**config.mk**
```make
export PLATFORM = sky130hd
export DESIGN_NAME = periph_bus_bridge_flat
export DESIGN_NICKNAME = d
export VERILOG_FILES = /design/src/rtl/periph_bus_bridge_if.sv /design/src/rtl/periph_bus_bridge.sv /design/src/flat_wrapper.sv
export SDC_FILE = /design/constraint.sdc
export NUM_CORES = 1
export LEC_CHECK = 0
export BUFFER_PORTS_ARGS = -buffer_cell sky130_fd_sc_hd__buf_2
export CORE_ASPECT_RATIO = 0.5
export CORE_MARGIN = 2
export CORE_UTILIZATION = 45
export DETAILED_ROUTE_END_ITERATION = 10
export GPL_TIMING_DRIVEN = 0
export HOLD_SLACK_MARGIN = 0.08
export PLACE_DENSITY = 0.78
export SKIP_CTS_REPAIR_TIMING = 1
export SLEW_MARGIN = 25
export SYNTH_ARGS = -nofsm -noshare
export SYNTH_HDL_FRONTEND = slang
export SYNTH_SLANG_ARGS = --single-unit
export TNS_END_PERCENT = 20
```
**constraint.sdc**
```tcl
create_clock -name clk -period 2.5 [get_ports clk]
set_input_delay 0.25 -clock clk [delete_from_list [all_inputs] [get_ports clk]]
set_output_delay 0.25 -clock clk [all_outputs]
set_load 0.01 [all_outputs]
```
**src/rtl/periph_bus_bridge_if.sv**
```systemverilog
// Core-side and peripheral-side signals of the peripheral bus bridge.
interface periph_bus_bridge_if #(
  parameter int unsigned NUM_SLAVES = 4,
  parameter int unsigned SLOT_SHIFT = 12
);
  // Core data port
  logic [31:0]               m_addr;
  logic [31:0]               m_wdata;
  logic [2:0]                m_flag;
  logic                      m_we;
  logic                      m_re;
  logic [31:0]               m_rdata;
  logic                      m_ready;
  logic                      m_err;
  // Peripheral slots
  logic [NUM_SLAVES-1:0]     s_sel;
  logic [SLOT_SHIFT-1:0]     s_addr;
  logic [31:0]               s_wdata;
  logic [2:0]                s_flag;
  logic                      s_we;
  logic                      s_re;
  logic [32*NUM_SLAVES-1:0]  s_rdata;
  logic [NUM_SLAVES-1:0]     s_ready;
  // Error capture
  logic [31:0]               err_addr;
  logic                      err_valid;
  logic                      err_clr;

  // Environment side: the core plus the peripherals driving the bridge.
  modport master (
    output m_addr, m_wdata, m_flag, m_we, m_re, s_rdata, s_ready, err_clr,
    input  m_rdata, m_ready, m_err, s_sel, s_addr, s_wdata, s_flag, s_we, s_re,
           err_addr, err_valid
  );

  // Bridge side.
  modport slave (
    input  m_addr, m_wdata, m_flag, m_we, m_re, s_rdata, s_ready, err_clr,
    output m_rdata, m_ready, m_err, s_sel, s_addr, s_wdata, s_flag, s_we, s_re,
           err_addr, err_valid
  );
endinterface

```
**src/rtl/periph_bus_bridge.sv**
```systemverilog
// Registered router from the core data port to NUM_SLAVES peripheral slots,
// with per-slave wait states, a timeout watchdog and sticky error capture.
module periph_bus_bridge #(
  parameter int unsigned NUM_SLAVES     = 4,
  parameter logic [31:0] PERIPH_BASE    = 32'h4000_0000,
  parameter int unsigned SLOT_SHIFT     = 12,
  parameter int unsigned WINDOW_SHIFT   = 16,
  parameter int unsigned TIMEOUT_CYCLES = 255
) (
  input  logic               clk,
  input  logic               rst,
  periph_bus_bridge_if.slave bus
);

  localparam int unsigned SLOT_W = WINDOW_SHIFT - SLOT_SHIFT;
  localparam int unsigned CNT_W  = $clog2(TIMEOUT_CYCLES + 1);

  typedef enum logic [1:0] {
    ST_IDLE   = 2'd0,
    ST_ACTIVE = 2'd1,
    ST_RESP   = 2'd2
  } state_e;

  state_e                state_q, state_d;
  logic [31:0]           addr_q, addr_d;
  logic [31:0]           wdata_q, wdata_d;
  logic [2:0]            flag_q, flag_d;
  logic                  we_q, we_d;
  logic [SLOT_W-1:0]     slot_q, slot_d;
  logic [CNT_W-1:0]      cnt_q, cnt_d;
  logic [31:0]           rdata_q, rdata_d;
  logic                  err_q, err_d;
  logic                  ready_q, ready_d;
  logic [NUM_SLAVES-1:0] sel_q, sel_d;
  logic                  s_we_q, s_we_d;
  logic                  s_re_q, s_re_d;
  logic                  err_valid_q, err_valid_d;
  logic [31:0]           err_addr_q, err_addr_d;

  logic [SLOT_W-1:0]     req_slot_c;
  logic                  in_window_c;
  logic                  req_c;
  logic                  slot_ok_c;
  logic [NUM_SLAVES-1:0] req_onehot_c;
  logic                  sel_ready_c;
  logic [31:0]           sel_rdata_c;
  logic                  timeout_c;
  logic                  err_set_c;
  logic [31:0]           err_src_c;

  // Request decode: window hit and slot lookup on the live master address.
  assign req_slot_c  = bus.m_addr[WINDOW_SHIFT-1:SLOT_SHIFT];
  assign in_window_c = (bus.m_addr[31:WINDOW_SHIFT] == PERIPH_BASE[31:WINDOW_SHIFT]);
  assign req_c       = in_window_c & (bus.m_we | bus.m_re);
  assign slot_ok_c   = (32'(req_slot_c) < NUM_SLAVES);
  assign timeout_c   = (cnt_q == CNT_W'(TIMEOUT_CYCLES - 1));

  // One-hot select for the requested slot and ready/rdata mux for the latched one.
  always_comb begin
    req_onehot_c = '0;
    sel_ready_c  = 1'b0;
    sel_rdata_c  = '0;
    for (int unsigned i = 0; i < NUM_SLAVES; i++) begin
      req_onehot_c[i] = (req_slot_c == SLOT_W'(i));
      if (slot_q == SLOT_W'(i)) begin
        sel_ready_c = bus.s_ready[i];
        sel_rdata_c = bus.s_rdata[32*i +: 32];
      end
    end
  end

  // State register.
  always_ff @(posedge clk) begin
    if (rst) state_q <= ST_IDLE;
    else     state_q <= state_d;
  end

  // Next-state logic.
  always_comb begin
    state_d = state_q;
    unique case (state_q)
      ST_IDLE: begin
        if (req_c) state_d = slot_ok_c ? ST_ACTIVE : ST_RESP;
      end
      ST_ACTIVE: begin
        if (sel_ready_c || timeout_c) state_d = ST_RESP;
      end
      ST_RESP: state_d = ST_IDLE;
      default: state_d = ST_IDLE;
    endcase
  end

  // Output and datapath next values; every bus output is a register.
  always_comb begin
    addr_d      = addr_q;
    wdata_d     = wdata_q;
    flag_d      = flag_q;
    we_d        = we_q;
    slot_d      = slot_q;
    cnt_d       = cnt_q;
    rdata_d     = rdata_q;
    err_d       = err_q;
    ready_d     = 1'b0;
    sel_d       = sel_q;
    s_we_d      = s_we_q;
    s_re_d      = s_re_q;
    err_valid_d = err_valid_q;
    err_addr_d  = err_addr_q;
    err_set_c   = 1'b0;
    err_src_c   = addr_q;

    unique case (state_q)
      ST_IDLE: begin
        if (req_c) begin
          addr_d  = bus.m_addr;
          wdata_d = bus.m_wdata;
          flag_d  = bus.m_flag;
          we_d    = bus.m_we;
          slot_d  = req_slot_c;
          if (slot_ok_c) begin
            cnt_d  = '0;
            sel_d  = req_onehot_c;
            s_we_d = bus.m_we;
            s_re_d = ~bus.m_we;
          end else begin
            ready_d   = 1'b1;
            err_d     = 1'b1;
            rdata_d   = '0;
            err_set_c = 1'b1;
            err_src_c = bus.m_addr;
          end
        end
      end
      ST_ACTIVE: begin
        if (sel_ready_c) begin
          ready_d = 1'b1;
          err_d   = 1'b0;
          rdata_d = we_q ? 32'h0 : sel_rdata_c;
          sel_d   = '0;
          s_we_d  = 1'b0;
          s_re_d  = 1'b0;
        end else if (timeout_c) begin
          ready_d   = 1'b1;
          err_d     = 1'b1;
          rdata_d   = '0;
          sel_d     = '0;
          s_we_d    = 1'b0;
          s_re_d    = 1'b0;
          err_set_c = 1'b1;
        end else begin
          cnt_d = cnt_q + CNT_W'(1);
        end
      end
      ST_RESP: begin
        sel_d  = '0;
        s_we_d = 1'b0;
        s_re_d = 1'b0;
      end
      default: ;
    endcase

    // A new capture outranks a simultaneous clear.
    if (err_set_c && (!err_valid_q || bus.err_clr)) begin
      err_valid_d = 1'b1;
      err_addr_d  = err_src_c;
    end else if (bus.err_clr) begin
      err_valid_d = 1'b0;
    end
  end

  // Datapath and output registers.
  always_ff @(posedge clk) begin
    if (rst) begin
      addr_q      <= '0;
      wdata_q     <= '0;
      flag_q      <= '0;
      we_q        <= 1'b0;
      slot_q      <= '0;
      cnt_q       <= '0;
      rdata_q     <= '0;
      err_q       <= 1'b0;
      ready_q     <= 1'b0;
      sel_q       <= '0;
      s_we_q      <= 1'b0;
      s_re_q      <= 1'b0;
      err_valid_q <= 1'b0;
      err_addr_q  <= '0;
    end else begin
      addr_q      <= addr_d;
      wdata_q     <= wdata_d;
      flag_q      <= flag_d;
      we_q        <= we_d;
      slot_q      <= slot_d;
      cnt_q       <= cnt_d;
      rdata_q     <= rdata_d;
      err_q       <= err_d;
      ready_q     <= ready_d;
      sel_q       <= sel_d;
      s_we_q      <= s_we_d;
      s_re_q      <= s_re_d;
      err_valid_q <= err_valid_d;
      err_addr_q  <= err_addr_d;
    end
  end

  assign bus.m_rdata   = rdata_q;
  assign bus.m_ready   = ready_q;
  assign bus.m_err     = err_q;
  assign bus.s_sel     = sel_q;
  assign bus.s_addr    = addr_q[SLOT_SHIFT-1:0];
  assign bus.s_wdata   = wdata_q;
  assign bus.s_flag    = flag_q;
  assign bus.s_we      = s_we_q;
  assign bus.s_re      = s_re_q;
  assign bus.err_addr  = err_addr_q;
  assign bus.err_valid = err_valid_q;

endmodule

```
**src/flat_wrapper.sv**
```systemverilog
// flat-port wrapper written by rule: the top's interface ports become plain ports
module periph_bus_bridge_flat 
#(
  parameter int unsigned NUM_SLAVES     = 4,
  parameter logic [31:0] PERIPH_BASE    = 32'h4000_0000,
  parameter int unsigned SLOT_SHIFT     = 12,
  parameter int unsigned WINDOW_SHIFT   = 16,
  parameter int unsigned TIMEOUT_CYCLES = 255
)
  (clk, rst, bus_m_addr, bus_m_wdata, bus_m_flag, bus_m_we, bus_m_re, bus_s_rdata, bus_s_ready, bus_err_clr, bus_m_rdata, bus_m_ready, bus_m_err, bus_s_sel, bus_s_addr, bus_s_wdata, bus_s_flag, bus_s_we, bus_s_re, bus_err_addr, bus_err_valid);
  periph_bus_bridge_if #(.NUM_SLAVES(NUM_SLAVES), .SLOT_SHIFT(SLOT_SHIFT)) bus_i ();
  input  logic clk;
  input  logic rst;
  input wire logic [$bits(bus_i.m_addr)-1:0] bus_m_addr;
  input wire logic [$bits(bus_i.m_wdata)-1:0] bus_m_wdata;
  input wire logic [$bits(bus_i.m_flag)-1:0] bus_m_flag;
  input wire logic [$bits(bus_i.m_we)-1:0] bus_m_we;
  input wire logic [$bits(bus_i.m_re)-1:0] bus_m_re;
  input wire logic [$bits(bus_i.s_rdata)-1:0] bus_s_rdata;
  input wire logic [$bits(bus_i.s_ready)-1:0] bus_s_ready;
  input wire logic [$bits(bus_i.err_clr)-1:0] bus_err_clr;
  output wire logic [$bits(bus_i.m_rdata)-1:0] bus_m_rdata;
  output wire logic [$bits(bus_i.m_ready)-1:0] bus_m_ready;
  output wire logic [$bits(bus_i.m_err)-1:0] bus_m_err;
  output wire logic [$bits(bus_i.s_sel)-1:0] bus_s_sel;
  output wire logic [$bits(bus_i.s_addr)-1:0] bus_s_addr;
  output wire logic [$bits(bus_i.s_wdata)-1:0] bus_s_wdata;
  output wire logic [$bits(bus_i.s_flag)-1:0] bus_s_flag;
  output wire logic [$bits(bus_i.s_we)-1:0] bus_s_we;
  output wire logic [$bits(bus_i.s_re)-1:0] bus_s_re;
  output wire logic [$bits(bus_i.err_addr)-1:0] bus_err_addr;
  output wire logic [$bits(bus_i.err_valid)-1:0] bus_err_valid;
  assign bus_i.m_addr = bus_m_addr;
  assign bus_i.m_wdata = bus_m_wdata;
  assign bus_i.m_flag = bus_m_flag;
  assign bus_i.m_we = bus_m_we;
  assign bus_i.m_re = bus_m_re;
  assign bus_i.s_rdata = bus_s_rdata;
  assign bus_i.s_ready = bus_s_ready;
  assign bus_i.err_clr = bus_err_clr;
  assign bus_m_rdata = bus_i.m_rdata;
  assign bus_m_ready = bus_i.m_ready;
  assign bus_m_err = bus_i.m_err;
  assign bus_s_sel = bus_i.s_sel;
  assign bus_s_addr = bus_i.s_addr;
  assign bus_s_wdata = bus_i.s_wdata;
  assign bus_s_flag = bus_i.s_flag;
  assign bus_s_we = bus_i.s_we;
  assign bus_s_re = bus_i.s_re;
  assign bus_err_addr = bus_i.err_addr;
  assign bus_err_valid = bus_i.err_valid;
  periph_bus_bridge #(.NUM_SLAVES(NUM_SLAVES), .PERIPH_BASE(PERIPH_BASE), .SLOT_SHIFT(SLOT_SHIFT), .WINDOW_SHIFT(WINDOW_SHIFT), .TIMEOUT_CYCLES(TIMEOUT_CYCLES)) u_core (.clk(clk), .rst(rst), .bus(bus_i));
endmodule
```
# Yosys cells after proc, flatten, opt, wreduce, memory -nomap -nowiden

Cells that the tools add are included.

Bits in registers: 155
Input bits: 204
Output and inout bits: 120
Word-level logic and storage cells: 105

Add/sub/neg operators: 1
Order comparisons: 1
Equality and inequality tests: 17
Multiplexer cells: 53
Bitwise logic cells: 3
Reduce and logical (&&, ||, !) cells: 15

Operators by type and width:

| cell                                                                    | number |
|---|---|
| 32-bit 2-to-1 mux                                                       | 12 |
| 32-bit one-hot mux with 2 select lines                                  | 1 |
| 8-bit 2-to-1 mux                                                        | 4 |
| 1-bit 2-to-1 mux                                                        | 21 |
| 16-bit by 15-bit equality test with 1-bit output, second input constant | 1 |
| 4-bit by 2-bit equality test with 1-bit output, second input constant   | 4 |
| 4-bit 2-to-1 mux                                                        | 4 |
| 8-bit one-hot mux with 2 select lines                                   | 1 |
| 4-bit one-hot mux with 3 select lines                                   | 1 |
| 8-bit by 1-bit adder with 8-bit output, second input constant           | 1 |
| 4-bit by 1-bit equality test with 1-bit output, second input constant   | 2 |
| 8-bit equality test, second input constant                              | 1 |
| 4-bit logical NOT                                                       | 2 |
| 4-bit AND reduction                                                     | 2 |
| 2-bit 2-to-1 mux                                                        | 3 |
| 2-bit by 1-bit inequality test with 1-bit output, second input constant | 3 |
| 2-bit inequality test, second input constant                            | 3 |
| 1-bit one-hot mux with 2 select lines                                   | 3 |
| 1-bit one-hot mux with 3 select lines                                   | 2 |
| 5-bit AND reduction                                                     | 1 |
| 4-bit by 3-bit < comparator with 1-bit output, second input constant    | 1 |
| 2-bit one-hot mux with 2 select lines                                   | 1 |
| 2-bit AND reduction                                                     | 2 |
| 2-bit nonzero test                                                      | 2 |
| 11 further kinds                                                        | 12 |

# Longest topological paths before layout

Word-level depth: 9
Mapped depth: 10
Gate-level depth less buffers: 7

# Worst setup path before layout

OpenSTA, ideal clock, no wires.

Path kind: register -> register
Start: register u_core.slot_q[1]
End: register u_core.s_re_q (netlist: u_core.bus.s_re)
Data arrival time: 1802 ps
Required time: 2372 ps
Slack: 571 ps
Stages on the path, launching flop included: 10
Buffers on the path: 3
Clock period less this slack: 1929 ps
Cell sequence: dfxtp_1 -> buf_2 -> or3b_1 -> buf_4 -> o22a_1 -> nand3_1 -> nor3b_2 -> buf_2 -> mux2i_1 -> nor2_1

Longest elaborated chain between the ends: 7
Elaborated cells on any way between the ends: 12
Those cells by class: 4 x eq/ne; 6 x mux; 2 x reduce/logical

Ends and longest elaborated chain:

| element                                                                                                      | line                     | RTL |
|---|---|---|
| start, declared                                                                                              | periph_bus_bridge.sv:29  | `logic [SLOT_W-1:0] slot_q, slot_d;` |
| start signal, assigned                                                                                       | periph_bus_bridge.sv:193 | `slot_q <= slot_d;` |
| 4-bit logical NOT                                                                                            | periph_bus_bridge.sv:65  | `if (slot_q == SLOT_W'(i)) begin` |
| 1-bit 2-to-1 mux (3 in series)                                                                               | periph_bus_bridge.sv:65  |  |
| 1-bit 2-to-1 mux (*)                                                                                         | periph_bus_bridge.sv:65  |  |
| 3-bit by 1-bit inequality test with 1-bit output (no source line) / 1-bit 2-to-1 mux (equally long branches) | --                       |  |
| 4-bit AND reduction (no source line) / 1-bit one-hot mux with 3 select lines (equally long branches)         | --                       |  |
| end signal, assigned                                                                                         | periph_bus_bridge.sv:200 | `s_re_q <= s_re_d;` |
| end, declared                                                                                                | periph_bus_bridge.sv:36  | `logic s_re_q, s_re_d;` |

Mark *: on every way between the ends. The rest lies on a longest branch, timed or not.
A chain may end at the register's enable or synchronous reset.

# Final worst setup path

Start: register u_core.slot_q[1]
End: register u_core.rdata_q[20] (netlist: u_core.bus.m_rdata[20])

Longest elaborated chain between the ends: 8
Elaborated cells on any way between the ends: 17
Those cells by class: 4 x eq/ne; 11 x mux; 2 x reduce/logical

Ends and longest elaborated chain:

| element                                | line                     | RTL |
|---|---|---|
| 4-bit logical NOT                      | periph_bus_bridge.sv:65  |  |
| 32-bit 2-to-1 mux (4 in series)        | periph_bus_bridge.sv:65  |  |
| 32-bit 2-to-1 mux                      | periph_bus_bridge.sv:138 | `rdata_d = we_q ? 32'h0 : sel_rdata_c;` |
| 32-bit 2-to-1 mux                      | periph_bus_bridge.sv:135 | `if (sel_ready_c) begin` |
| 32-bit one-hot mux with 2 select lines | periph_bus_bridge.sv:112 | `unique case (state_q)` |
| end signal, assigned                   | periph_bus_bridge.sv:195 | `rdata_q <= rdata_d;` |
| end, declared                          | periph_bus_bridge.sv:31  | `logic [31:0] rdata_q, rdata_d;` |

Several ways; a longest one is shown, not always the timed one.

==> flow_metrics.env <==
export IMPL_grt_max_degree=17
export IMPL_crit_fanout=10
export IMPL_synth_area_leaders="sky130_fd_sc_hd__dfxtp_1, sky130_fd_sc_hd__nand2_1, sky130_fd_sc_hd__a21oi_1"
export IMPL_synth_top_cell_area_share=0.4344
export IMPL_post_route_cells_drive_above_1_share=0.3639
export IMPL_global_route_peak_usage_layer="met2"
export IMPL_leakage_nw=3.914
export IMPL_worst_endpoint_arrival_ps=2710
export IMPL_yosys_warnings=0
export IMPL_floorplan_initialDensity=0.4562
export IMPL_postRouteAntennaNets=0
export IMPL_layout_commonest_cell="sky130_fd_sc_hd__buf_2"
export IMPL_avgRoutedWirePerCell_um=17.18
export IMPL_finalSetupViolations=0
export IMPL_cpMaxStageDelayCell="sky130_fd_sc_hd__buf_1"
export IMPL_hold_worst_slack_ps=69.03
export IMPL_setup_worst_path_start_class="flip-flop"
export IMPL_clk_pin_slew_ps=70
export IMPL_critical_path_required_ps=2840
export IMPL_cts_sink_count=151
export IMPL_finish_utilization=0.6278
export IMPL_grt_met3_usage=0.04249
export IMPL_power_ir_vdd_worst_mv=0.6357
export IMPL_postSynthNetCount=1039
export IMPL_postSynthCellCount=830
export IMPL_core_area_mm2=0.01525
export IMPL_drt_drc_violations_left=0
export IMPL_max_cap_violations=0
export IMPL_worst_pin_slew_ps=835.8
export IMPL_globalRouteMet2Util=0.4898
export IMPL_number_of_global_route_vias_before_repair=7201
export IMPL_gr_total_overflow=0
export IMPL_synth_ff_type="sky130_fd_sc_hd__dfxtp_1"
export IMPL_tritoncts_num_buffers=17
export IMPL_criticalPathCategory="reg2reg"
export IMPL_worst_slew_margin_relative_to_its_limit=0.4428
export IMPL_vias_per_cell=5.335
export IMPL_die_height_um=91.94
export IMPL_fin_tns_setup_ps=0
export IMPL_root_buffer="sky130_fd_sc_hd__clkbuf_16"
export IMPL_layout_common_cells="sky130_fd_sc_hd__buf_2, sky130_fd_sc_hd__nand2_1, sky130_fd_sc_hd__dfxtp_1"
export IMPL_async_reset_ff_frac=0
export IMPL_synth_edff_count=0
export IMPL_drt_initial_drc_count=537
export IMPL_dieArea_mm2=0.01654
export IMPL_antenna_found_initial=0
export IMPL_global_routing_usage_on_met1=0.3520
export IMPL_syn_area_mm2=0.006959
export IMPL_design_portCount=324
export IMPL_outcome="finished clean"
export IMPL_route_final_wire_length_um=24080
export IMPL_hold_viol=0
export IMPL_multi_input_area_mm2=0.003506
export IMPL_cts_tree="built"
export IMPL_critPathMaxStageDelay_ps=400
export IMPL_vias=7480
export IMPL_num_antenna_cells=0
export IMPL_detailed_place_hpwl_um=18480
export IMPL_final_net_count=1395
export IMPL_seqCellArea_mm2=0.003023
export IMPL_place_detailed_instances=1356
export IMPL_slew_violations=0
export IMPL_fp_row_count=32
export IMPL_final_setup_skew_ps=13.51
export IMPL_synthesis_to_finish_area_growth_pct=37.61
export IMPL_port_buffers=322
export IMPL_post_layout_nonfiller_instances=1402
export IMPL_grtUsageTotal=0.2784
export IMPL_clkLatencyLatePin_ps=420
export IMPL_post_synth_cell_area_avg_um2=8.385
export IMPL_htree_levels=4
export IMPL_drt_pass1_iter_count=5
export IMPL_seq_area_frac_synth=0.4344
export IMPL_place_congestion=0.9006
export IMPL_layout_min_cycle_time_ps=2361
export IMPL_worst_setup_path_end_kind="flip-flop"
export IMPL_yosys_register_bits=151
export IMPL_max_clock_freq_mhz=423.5
export IMPL_min_path_type="in2reg"
export IMPL_ys_types=54
export IMPL_die_w_um=179.9
export IMPL_wire_length_of_the_first_global_routing_pass_um=36770
export IMPL_clock_tree_buffer_depth=2
export IMPL_power_per_cell_area_mw_per_mm2=551.1
export IMPL_nFillCells=1321
export IMPL_path_cells="buf_2 > or3b_1 > buf_4 > o22ai_2 > nand2_1 > nor2_2 > buf_1 > nand3_1 > o21ai_1"
export IMPL_yosys_area_top_type="sky130_fd_sc_hd__dfxtp_1"
export IMPL_rsz0062_at_grt="false"
export IMPL_layout_worst_path_cycle_share=0.9444
layer usage:
metal | wire length [um] | vias up | part of all wire
li1 | - | 3617 | -
met1 | 10170 | 3494 | 0.42
met2 | 11840 | 317 | 0.49
met3 | 1506 | 52 | 0.063
met4 | 560 | 0 | 0.023
met5 | 0 | - | 0
cell usage after synthesis (2+ instances only):
library cell and n:
sky130_fd_sc_hd__a211o_1 6, sky130_fd_sc_hd__o21ai_1 27, sky130_fd_sc_hd__nand4_1 2, sky130_fd_sc_hd__mux2i_1 17
sky130_fd_sc_hd__a21oi_2 4, sky130_fd_sc_hd__nor4_2 3, sky130_fd_sc_hd__clkbuf_1 48, sky130_fd_sc_hd__xnor2_1 6
sky130_fd_sc_hd__o22ai_1 12, sky130_fd_sc_hd__or3_1 4, sky130_fd_sc_hd__a211oi_1 5, sky130_fd_sc_hd__a311oi_1 6
sky130_fd_sc_hd__o21ai_0 38, sky130_fd_sc_hd__mux2_2 6, sky130_fd_sc_hd__nor2_1 39, sky130_fd_sc_hd__o221ai_1 26
sky130_fd_sc_hd__o2111ai_1 6, sky130_fd_sc_hd__a311oi_2 9, sky130_fd_sc_hd__a21oi_1 71, sky130_fd_sc_hd__nand3_2 10
sky130_fd_sc_hd__buf_6 4, sky130_fd_sc_hd__nand2_1 159, sky130_fd_sc_hd__nor2b_1 6, sky130_fd_sc_hd__buf_2 13
sky130_fd_sc_hd__nand3b_1 2, sky130_fd_sc_hd__buf_4 18, sky130_fd_sc_hd__and2_1 15, sky130_fd_sc_hd__ha_1 5
sky130_fd_sc_hd__nand2b_1 38, sky130_fd_sc_hd__dfxtp_1 151, sky130_fd_sc_hd__nand3_1 38, sky130_fd_sc_hd__inv_1 6
sky130_fd_sc_hd__nor3_1 9
where the power goes:
part           internal, mW  leakage, nW  switching, mW
combinational         0.169         2.42          0.148
clock                  1.41        0.277           1.14
sequential             2.40         1.22      0.0000393
worst max-delay path: cells and delay by family, from the launching register on:
kind,cells,cell delay (ps)
AND/OR/NAND/NOR,4,920
buffers and inverters,3,790
flip-flops,1,300
AO/OA/AOI/OAI,2,290
worst paths after layout:
check | from | endpoint | slack (ps) | cells past startpoint
hold / removal | bus_m_wdata[2] | u_core.bus.s_wdata[2] | 70 | 3
setup reg to reg | u_core.slot_q[1] | u_core.bus.m_rdata[20] | 140 | 9
hold reg to reg | u_core.bus.err_addr[28] | u_core.bus.err_addr[28] | 450 | 2
setup / recovery | u_core.slot_q[1] | u_core.bus.m_rdata[20] | 140 | 9
through the flow:
step                worst slack [ps]  power, mW  area, um2
floorplan                      570.7      2.543       6959
global placement               68.89      2.747       8826
detailed placement             26.96      2.751       8826
CTS                            27.72      5.263       9409
global route                   2.085      5.419       9577
finish                         138.9      5.278       9577
logic make-up after synthesis:
family	after synthesis	share of synthesized area
buffers and inverters	89	0.06436
adders and majority gates	5	0.008990
DFF	151	0.4344
and+or+nand+nor	332	0.2337
xor gates and xnor gates	6	0.007551
AOI/OAI and AO/OA	224	0.2168
muxes	23	0.03416
cell type report:
type	instances	area share
Timing Repair Buffer	337	0.1840
Sequential cell	151	0.3157
Inverter	6	0.002352
Buffer	83	0.04442
Multi-Input combinational cell	590	0.3661
Clock inverter	14	0.01646
Clock buffer	17	0.04442
Tap cell	204	0.02665
state kept, by name, summed over array words and instances, names as in the netlist:
register              flops
u_core.addr_q            29
u_core.slot_q             3
u_core.bus.s_flag         3
u_core.state_q            2
u_core.bus.m_err          1
u_core.bus.s_re           1
u_core.bus.s_we           1
u_core.bus.m_rdata       32
u_core.bus.m_ready        1
u_core.bus.s_sel          4
u_core.bus.s_wdata       32
u_core.we_q               1
u_core.bus.err_valid      1
u_core.cnt_q              8
u_core.bus.err_addr      32
No activity file was read; power rests on OpenSTA's default activity.
